File: config.mk
export PLATFORM = sky130hd
export DESIGN_NAME = axi4l_master
export DESIGN_NICKNAME = d
export VERILOG_FILES = /design/src/rtl/axi4l_master_pkg.sv /design/src/rtl/axi4l_tmo_cnt.sv /design/src/rtl/axi4l_master.sv
export SDC_FILE = /design/constraint.sdc
export NUM_CORES = 1
export LEC_CHECK = 0
export ABC_AREA = 1
export CORE_ASPECT_RATIO = 1.4
export CORE_UTILIZATION = 36
export CTS_BUF_LIST = sky130_fd_sc_hd__clkbuf_16
export CTS_CLUSTER_SIZE = 25
export DETAILED_ROUTE_END_ITERATION = 8
export GPL_ROUTABILITY_DRIVEN = 0
export PLACE_DENSITY_LB_ADDON = 0.12
export SETUP_SLACK_MARGIN = 0.5
export SYNTH_ARGS = -nofsm -noshare
export SYNTH_HDL_FRONTEND = slang
export SYNTH_SLANG_ARGS = --single-unit
File: constraint.sdc
create_clock -name clk -period 1.25 [get_ports clk]
set_input_delay 0.375 -clock clk [delete_from_list [all_inputs] [get_ports clk]]
set_output_delay 0.375 -clock clk [all_outputs]
set_load 0.005 [all_outputs]
File: src/rtl/axi4l_master_pkg.sv
// Shared definitions for the AXI4-Lite master: FSM state encoding,
// response and protection constants, and a response decode helper.
package axi4l_master_pkg;

    typedef enum logic [2:0] {
        ST_IDLE  = 3'd0,
        ST_WADDR = 3'd1,
        ST_WRESP = 3'd2,
        ST_RADDR = 3'd3,
        ST_RDATA = 3'd4
    } state_t;

    localparam logic [1:0] RESP_OKAY    = 2'b00;
    localparam logic [2:0] PROT_DEFAULT = 3'b000;

    // Any response other than OKAY is reported to the core as an error.
    function automatic logic resp_is_err(input logic [1:0] resp);
        return resp != RESP_OKAY;
    endfunction

endpackage

File: src/rtl/axi4l_tmo_cnt.sv
// Busy-cycle counter for the AXI4-Lite master. Counts every cycle the master
// is out of IDLE and flags expiry in the cycle the count reaches the limit.
module axi4l_tmo_cnt #(
    parameter int TIMEOUT_CYCLES = 255
) (
    input  logic clk,
    input  logic rst_n,
    input  logic busy,
    output logic expired
);

    localparam int CW = $clog2(TIMEOUT_CYCLES + 1);

    logic [CW-1:0] cnt_reg;

    // Expiry fires on the TIMEOUT_CYCLES-th consecutive busy cycle.
    assign expired = busy && (cnt_reg == CW'(TIMEOUT_CYCLES - 1));

    // Count busy cycles; restart from zero whenever the master is idle.
    always_ff @(posedge clk or negedge rst_n) begin
        if (!rst_n) begin
            cnt_reg <= '0;
        end else if (!busy) begin
            cnt_reg <= '0;
        end else if (!expired) begin
            cnt_reg <= cnt_reg + 1'b1;
        end
    end

endmodule

File: src/rtl/axi4l_master.sv
// Single-outstanding AXI4-Lite master bridging a simple valid/ready core
// request port to the five AXI4-Lite channels. Completion is reported as a
// one-cycle rsp_valid pulse. Optional busy timeout: define AXI4L_TIMEOUT_EN.
module axi4l_master
    import axi4l_master_pkg::*;
#(
    parameter int TIMEOUT_CYCLES = 255
) (
    input  logic        clk,
    input  logic        rst_n,
    // core request
    input  logic        req_valid,
    output logic        req_ready,
    input  logic        req_we,
    input  logic [31:0] req_addr,
    input  logic [31:0] req_wdata,
    input  logic [3:0]  req_wstrb,
    // core response
    output logic        rsp_valid,
    output logic [31:0] rsp_rdata,
    output logic        rsp_err,
    // AXI4-Lite write address / data / response
    output logic [31:0] m_awaddr,
    output logic [2:0]  m_awprot,
    output logic        m_awvalid,
    input  logic        m_awready,
    output logic [31:0] m_wdata,
    output logic [3:0]  m_wstrb,
    output logic        m_wvalid,
    input  logic        m_wready,
    input  logic [1:0]  m_bresp,
    input  logic        m_bvalid,
    output logic        m_bready,
    // AXI4-Lite read address / data
    output logic [31:0] m_araddr,
    output logic [2:0]  m_arprot,
    output logic        m_arvalid,
    input  logic        m_arready,
    input  logic [31:0] m_rdata,
    input  logic [1:0]  m_rresp,
    input  logic        m_rvalid,
    output logic        m_rready
);

    state_t      state_reg;
    logic [31:0] addr_reg;
    logic [31:0] wdata_reg;
    logic [3:0]  wstrb_reg;
    logic        awvalid_reg;
    logic        wvalid_reg;
    logic        bready_reg;
    logic        arvalid_reg;
    logic        rready_reg;
    logic        rsp_valid_reg;
    logic        rsp_err_reg;
    logic [31:0] rsp_rdata_reg;
    logic        timeout;

`ifdef AXI4L_TIMEOUT_EN
    axi4l_tmo_cnt #(
        .TIMEOUT_CYCLES(TIMEOUT_CYCLES)
    ) u_tmo_cnt (
        .clk     (clk),
        .rst_n   (rst_n),
        .busy    (state_reg != ST_IDLE),
        .expired (timeout)
    );
`else
    // No abort path: the master waits on the slave indefinitely.
    logic unused_tmo;
    assign unused_tmo = ^TIMEOUT_CYCLES;
    assign timeout    = 1'b0;
`endif

    assign req_ready = (state_reg == ST_IDLE);

    assign m_awaddr  = addr_reg;
    assign m_araddr  = addr_reg;
    assign m_wdata   = wdata_reg;
    assign m_wstrb   = wstrb_reg;
    assign m_awprot  = PROT_DEFAULT;
    assign m_arprot  = PROT_DEFAULT;
    assign m_awvalid = awvalid_reg;
    assign m_wvalid  = wvalid_reg;
    assign m_bready  = bready_reg;
    assign m_arvalid = arvalid_reg;
    assign m_rready  = rready_reg;
    assign rsp_valid = rsp_valid_reg;
    assign rsp_err   = rsp_err_reg;
    assign rsp_rdata = rsp_rdata_reg;

    // Transaction FSM with registered channel handshakes and response pulse.
    always_ff @(posedge clk or negedge rst_n) begin
        if (!rst_n) begin
            state_reg     <= ST_IDLE;
            addr_reg      <= '0;
            wdata_reg     <= '0;
            wstrb_reg     <= '0;
            awvalid_reg   <= 1'b0;
            wvalid_reg    <= 1'b0;
            bready_reg    <= 1'b0;
            arvalid_reg   <= 1'b0;
            rready_reg    <= 1'b0;
            rsp_valid_reg <= 1'b0;
            rsp_err_reg   <= 1'b0;
            rsp_rdata_reg <= '0;
        end else begin
            rsp_valid_reg <= 1'b0;
            if (timeout) begin
                // Abort: drop every outstanding valid/ready and report an error.
                awvalid_reg   <= 1'b0;
                wvalid_reg    <= 1'b0;
                bready_reg    <= 1'b0;
                arvalid_reg   <= 1'b0;
                rready_reg    <= 1'b0;
                state_reg     <= ST_IDLE;
                rsp_valid_reg <= 1'b1;
                rsp_err_reg   <= 1'b1;
                rsp_rdata_reg <= '0;
            end else begin
                case (state_reg)
                    ST_IDLE: begin
                        if (req_valid) begin
                            addr_reg  <= req_addr;
                            wdata_reg <= req_wdata;
                            wstrb_reg <= req_wstrb;
                            if (req_we) begin
                                awvalid_reg <= 1'b1;
                                wvalid_reg  <= 1'b1;
                                state_reg   <= ST_WADDR;
                            end else begin
                                arvalid_reg <= 1'b1;
                                state_reg   <= ST_RADDR;
                            end
                        end
                    end
                    ST_WADDR: begin
                        // AW and W complete independently; move on once both are done.
                        if (m_awready) awvalid_reg <= 1'b0;
                        if (m_wready)  wvalid_reg  <= 1'b0;
                        if ((!awvalid_reg || m_awready) && (!wvalid_reg || m_wready)) begin
                            bready_reg <= 1'b1;
                            state_reg  <= ST_WRESP;
                        end
                    end
                    ST_WRESP: begin
                        if (m_bvalid) begin
                            bready_reg    <= 1'b0;
                            state_reg     <= ST_IDLE;
                            rsp_valid_reg <= 1'b1;
                            rsp_err_reg   <= resp_is_err(m_bresp);
                            rsp_rdata_reg <= '0;
                        end
                    end
                    ST_RADDR: begin
                        if (m_arready) begin
                            arvalid_reg <= 1'b0;
                            rready_reg  <= 1'b1;
                            state_reg   <= ST_RDATA;
                        end
                    end
                    ST_RDATA: begin
                        if (m_rvalid) begin
                            rready_reg    <= 1'b0;
                            state_reg     <= ST_IDLE;
                            rsp_valid_reg <= 1'b1;
                            rsp_err_reg   <= resp_is_err(m_rresp);
                            rsp_rdata_reg <= m_rdata;
                        end
                    end
                    default: state_reg <= ST_IDLE;
                endcase
            end
        end
    end

endmodule

==> summary.md <==
| Metric | Value |
|---|---|
| Area Overhead vs Synth | 94.62% |
| Clk buf depth | 2 |
| IO Port Bufs | 252 |
| #FFs+latches synth | 110 |
| Ys flop type | dfrtp_1 |
| Reg clk slew, reported paths | 0.08 ns |
| # DRC | 0 |
| First-pass GRT wire length | 23.94 mm |
| Layout Nets | roughly 1,000 |
| Final period util | 122.3% |
| Crit. End Element | flip-flop |
| Die Y | between 100 and 150 µm |
| RSZ-0062 raised after global routing | yes |
| Number of DRC markers after the initial detailed-route iteration | roughly 140 |
| Mapped Cells | 540 |
| CTS Buf Count | 9 |
| Library cells used by synthesis | 22 |
| Via/cell ratio | 4.567 |
| CORE AREA | 0.01300 mm² |
| Max-slew violations | 0 |
| Ports | 259 |
| Post-synth EDFFs | 0 |
| Cell row count | 49 |
| CTS Sinks | between 100 and 150 |
| Failing checks | hold timing, setup timing |
| CTS tree | yes |
| Final hold vios | 14 |
| Sw Pwr | 7960 µW |
| Clock Skews | 0.009102 ns |
| Netlist Area Pre-Place | 0.004860 mm² |
| Final WS setup | -0.2784 ns |
| Crit-path slowest cell | dfrtp_1 |
| GR Util met1 | 24.79% |
| Worst skew pair latency | 0.34 ns |
| Sequential fraction of the synthesis area | a little under three fifths |
| Switching Fraction | 36.46% |
| Clk pwr share | 12.0% |
| Worst path max stage delay | 0.42 ns |
| Pleak | 0.004876 µW |
| Crit path required time | 1.51 ns |
| Root buffer cell | clkbuf_16 |
| Synth Area in Adders | 0% |
| Pwr dens | 2309 mW/mm² |
| Share of cells above drive strength 1 | 53.64% |
| Yosys top cell area share | about 57% |
| DR WL/cell | 16.42 µm |
| Mux cell area share after synthesis | 0% |
| Initial core utilization | 37.39% |
| Die boundary width | 100.2 µm |
| XOR/XNOR Fraction of Synth Area | 0% |
| YS warnings | 0 |
| Worst VDD drop | 1.259 mV |
| Cell mode on critical path | buf_12 |
| Arrival @ worst endpoint | roughly 1.8 ns |
| Most Crowded Layer GR | met2 |
| CP Max Fanout | 8 |
| H-tree depth | 3 |
| Final Util | between 70% and 80% |
| Vias in the first global route | 4,753 |
| Syn_area_per_cell | 8.999 µm² |
| Post-route cell area | 0.009458 mm² |
| Crit-path cells | nor2_4, buf_6, nand2_8, o21ai_4, buf_12, buf_12, buf_12, nand3_2, o21ai_1 |
| Total wire length | 17.59 mm |
| Post-Place Worst Slack | -0.3980 ns |
| Post-route ant nets | 0 |
| M2 GR Usage | 39.76% |
| Max Cap Violations | 0 |
| Initial antenna violation count | 0 |
| Async set or reset register ratio after synthesis | 100.0% |
| Area after DPL | 0.007548 mm² |
| WHS | -0.08112 ns |
| ANT cells | 0 |
| Outcome | complete, but fails checks |
| DP HPWL | 10.12 mm |
| Crit path time final | 1.528 ns |
| Complex-gate fraction of the synthesized area | 5.690% |
| GRT overflow | 0 |
| Grt met3 use | 6.027% |
| Final setup viols | 154 |
| Main area contributors after synthesis | dfrtp_1, nand2_1, buf_4, inv_1, nand3_2 |
| Combinational share of power | between 60% and 70% |
| CP Class | flip-flop to flip-flop |
| Post-synth top cells | nand2_1, dfrtp_1, inv_1, buf_4, nand3_1 |
| Most frequent cell after synthesis | nand2_1 |
| Seq pwr share | between 20 and 30% |
| Post-synth top area cell | dfrtp_1 |
| Layout fillers | 1,007 |
| Simple logic cell fraction of the synthesized area | 24.59% |
| Main combinational cell family by area after synthesis | simple AND/OR/NAND/NOR gates |
| Startpoint types | flip-flop |
| Fmax | between 600 and 700 MHz |
| Via count | just under 5,000 |
| Hold crit path type | input pin to asynchronous set/reset pin |
| First-pass DRT Iterations | 4 |
| Internal | 13,870 µW |
| Die ar. | 0.01397 mm² |
| Tot GR Track Use | 22.00% |
| Pin count of the biggest net entering global routing | 40 |
-- timing repair --
item / CTS / global route
cloned: 9 / 16
endpoints found under the hold margin: 14 / 14
setup endpoints to repair: 250 / 250
setup buffers: 53 / 31
pin swaps: 7 / 46
resized for setup: 646 / 213
-- path summary, 6_finish.rpt --
kind                                 endpoint  cells past startpoint         start  slack, ns
min in group clk                   m_wdata[1]                      2    m_wdata[1]       0.48
worst max-delay path            rsp_rdata[31]                      9  state_reg[1]      -0.28
max in group asynchronous       rsp_rdata[29]                      2         rst_n       0.81
worst min-delay path             m_araddr[12]                      1         rst_n      -0.08
worst min register to register     m_wdata[1]                      2    m_wdata[1]       0.48
worst max register to register  rsp_rdata[31]                      9  state_reg[1]      -0.28
-- cell type report --
cell class | instances | area, µm² | area share [%]
Tap cell | 178 | 222.7 | 2.355
Sequential cell | 110 | 2753 | 29.10
Clock buffer | 9 | 225.2 | 2.381
Timing Repair Buffer | 394 | 3864 | 40.85
Clock inverter | 7 | 43.79 | 0.4630
Inverter | 48 | 198.9 | 2.103
Multi-Input combinational cell | 325 | 2151 | 22.74
-- critical path: cells and delay by family (launching register included) --
| kind | cells | cell delay (ns) |
|---|---|---|
| flip-flops | 1 | 0.42 |
| AO/OA/AOI/OAI | 2 | 0.23 |
| AND/OR/NAND/NOR | 3 | 0.26 |
| buffers and inverters | 4 | 0.53 |
-- stage by stage --
stage,cells,TNS [ns],total power [µW],hold WS [ns]
detailed placement,946,-35.46,14770,0.2824
finish,1071,-23.63,21830,-0.08112
floorplan,545,-0.4871,10170,0.07941
global placement,946,-33.54,14570,0.2851
CTS,1024,-21.39,18660,-0.09099
global route,1071,-33.26,23120,-0.08598
-- power by group through the flow --
| stage | logic, µW | clock network (µW) | registers (µW) |
|---|---|---|---|
| 5_1_grt | 14100 | 2840 | 6180 |
| 6_report | 13200 | 2630 | 6040 |
| 2_1_floorplan | 3930 | 0 | 6230 |
| 4_1_cts | 10000 | 2700 | 5960 |
| 3_5_place_dp | 8660 | 0 | 6110 |
| 3_3_place_gp | 8510 | 0 | 6060 |
-- placed cells by master, fill, tap and decap left out, types with 8 or more instances in the layout --
| cell | netlist | final |
|---|---|---|
| buf_2 | 16 | 117 |
| buf_12 | 0 | 16 |
| clkbuf_16 | 0 | 22 |
| nand3_2 | 16 | 19 |
| buf_16 | 0 | 11 |
| buf_4 | 39 | 61 |
| nand2_2 | 1 | 87 |
| nand2_1 | 227 | 102 |
| nand2_4 | 1 | 38 |
| dfrtp_1 | 110 | 110 |
| nand3_1 | 25 | 15 |
| buf_8 | 2 | 8 |
| inv_1 | 45 | 44 |
| o21ai_1 | 0 | 14 |
| buf_6 | 4 | 57 |
| o21ai_2 | 15 | 17 |
| clkdlybuf4s50_1 | 0 | 110 |
-- cells by family (layout without fill, tap and decap cells) --
kind of cell    count (synthesis)  count (layout)
compound gates                 41              41
flops                         110             110
other cells                     1               6
simple gates                  278             278
buf+inv                       110             458
-- per-layer routing --
| metal | wire length [µm] | vias to the layer above | share of wire (%) |
|---|---|---|---|
| met5 | 0 | - | 0 |
| met4 | 375 | 0 | 2.1 |
| met3 | 1062 | 23 | 6.0 |
| met2 | 9530 | 181 | 54 |
| met1 | 6618 | 2365 | 38 |
| li1 | - | 2322 | - |
Power figures use the tool's default switching activity.
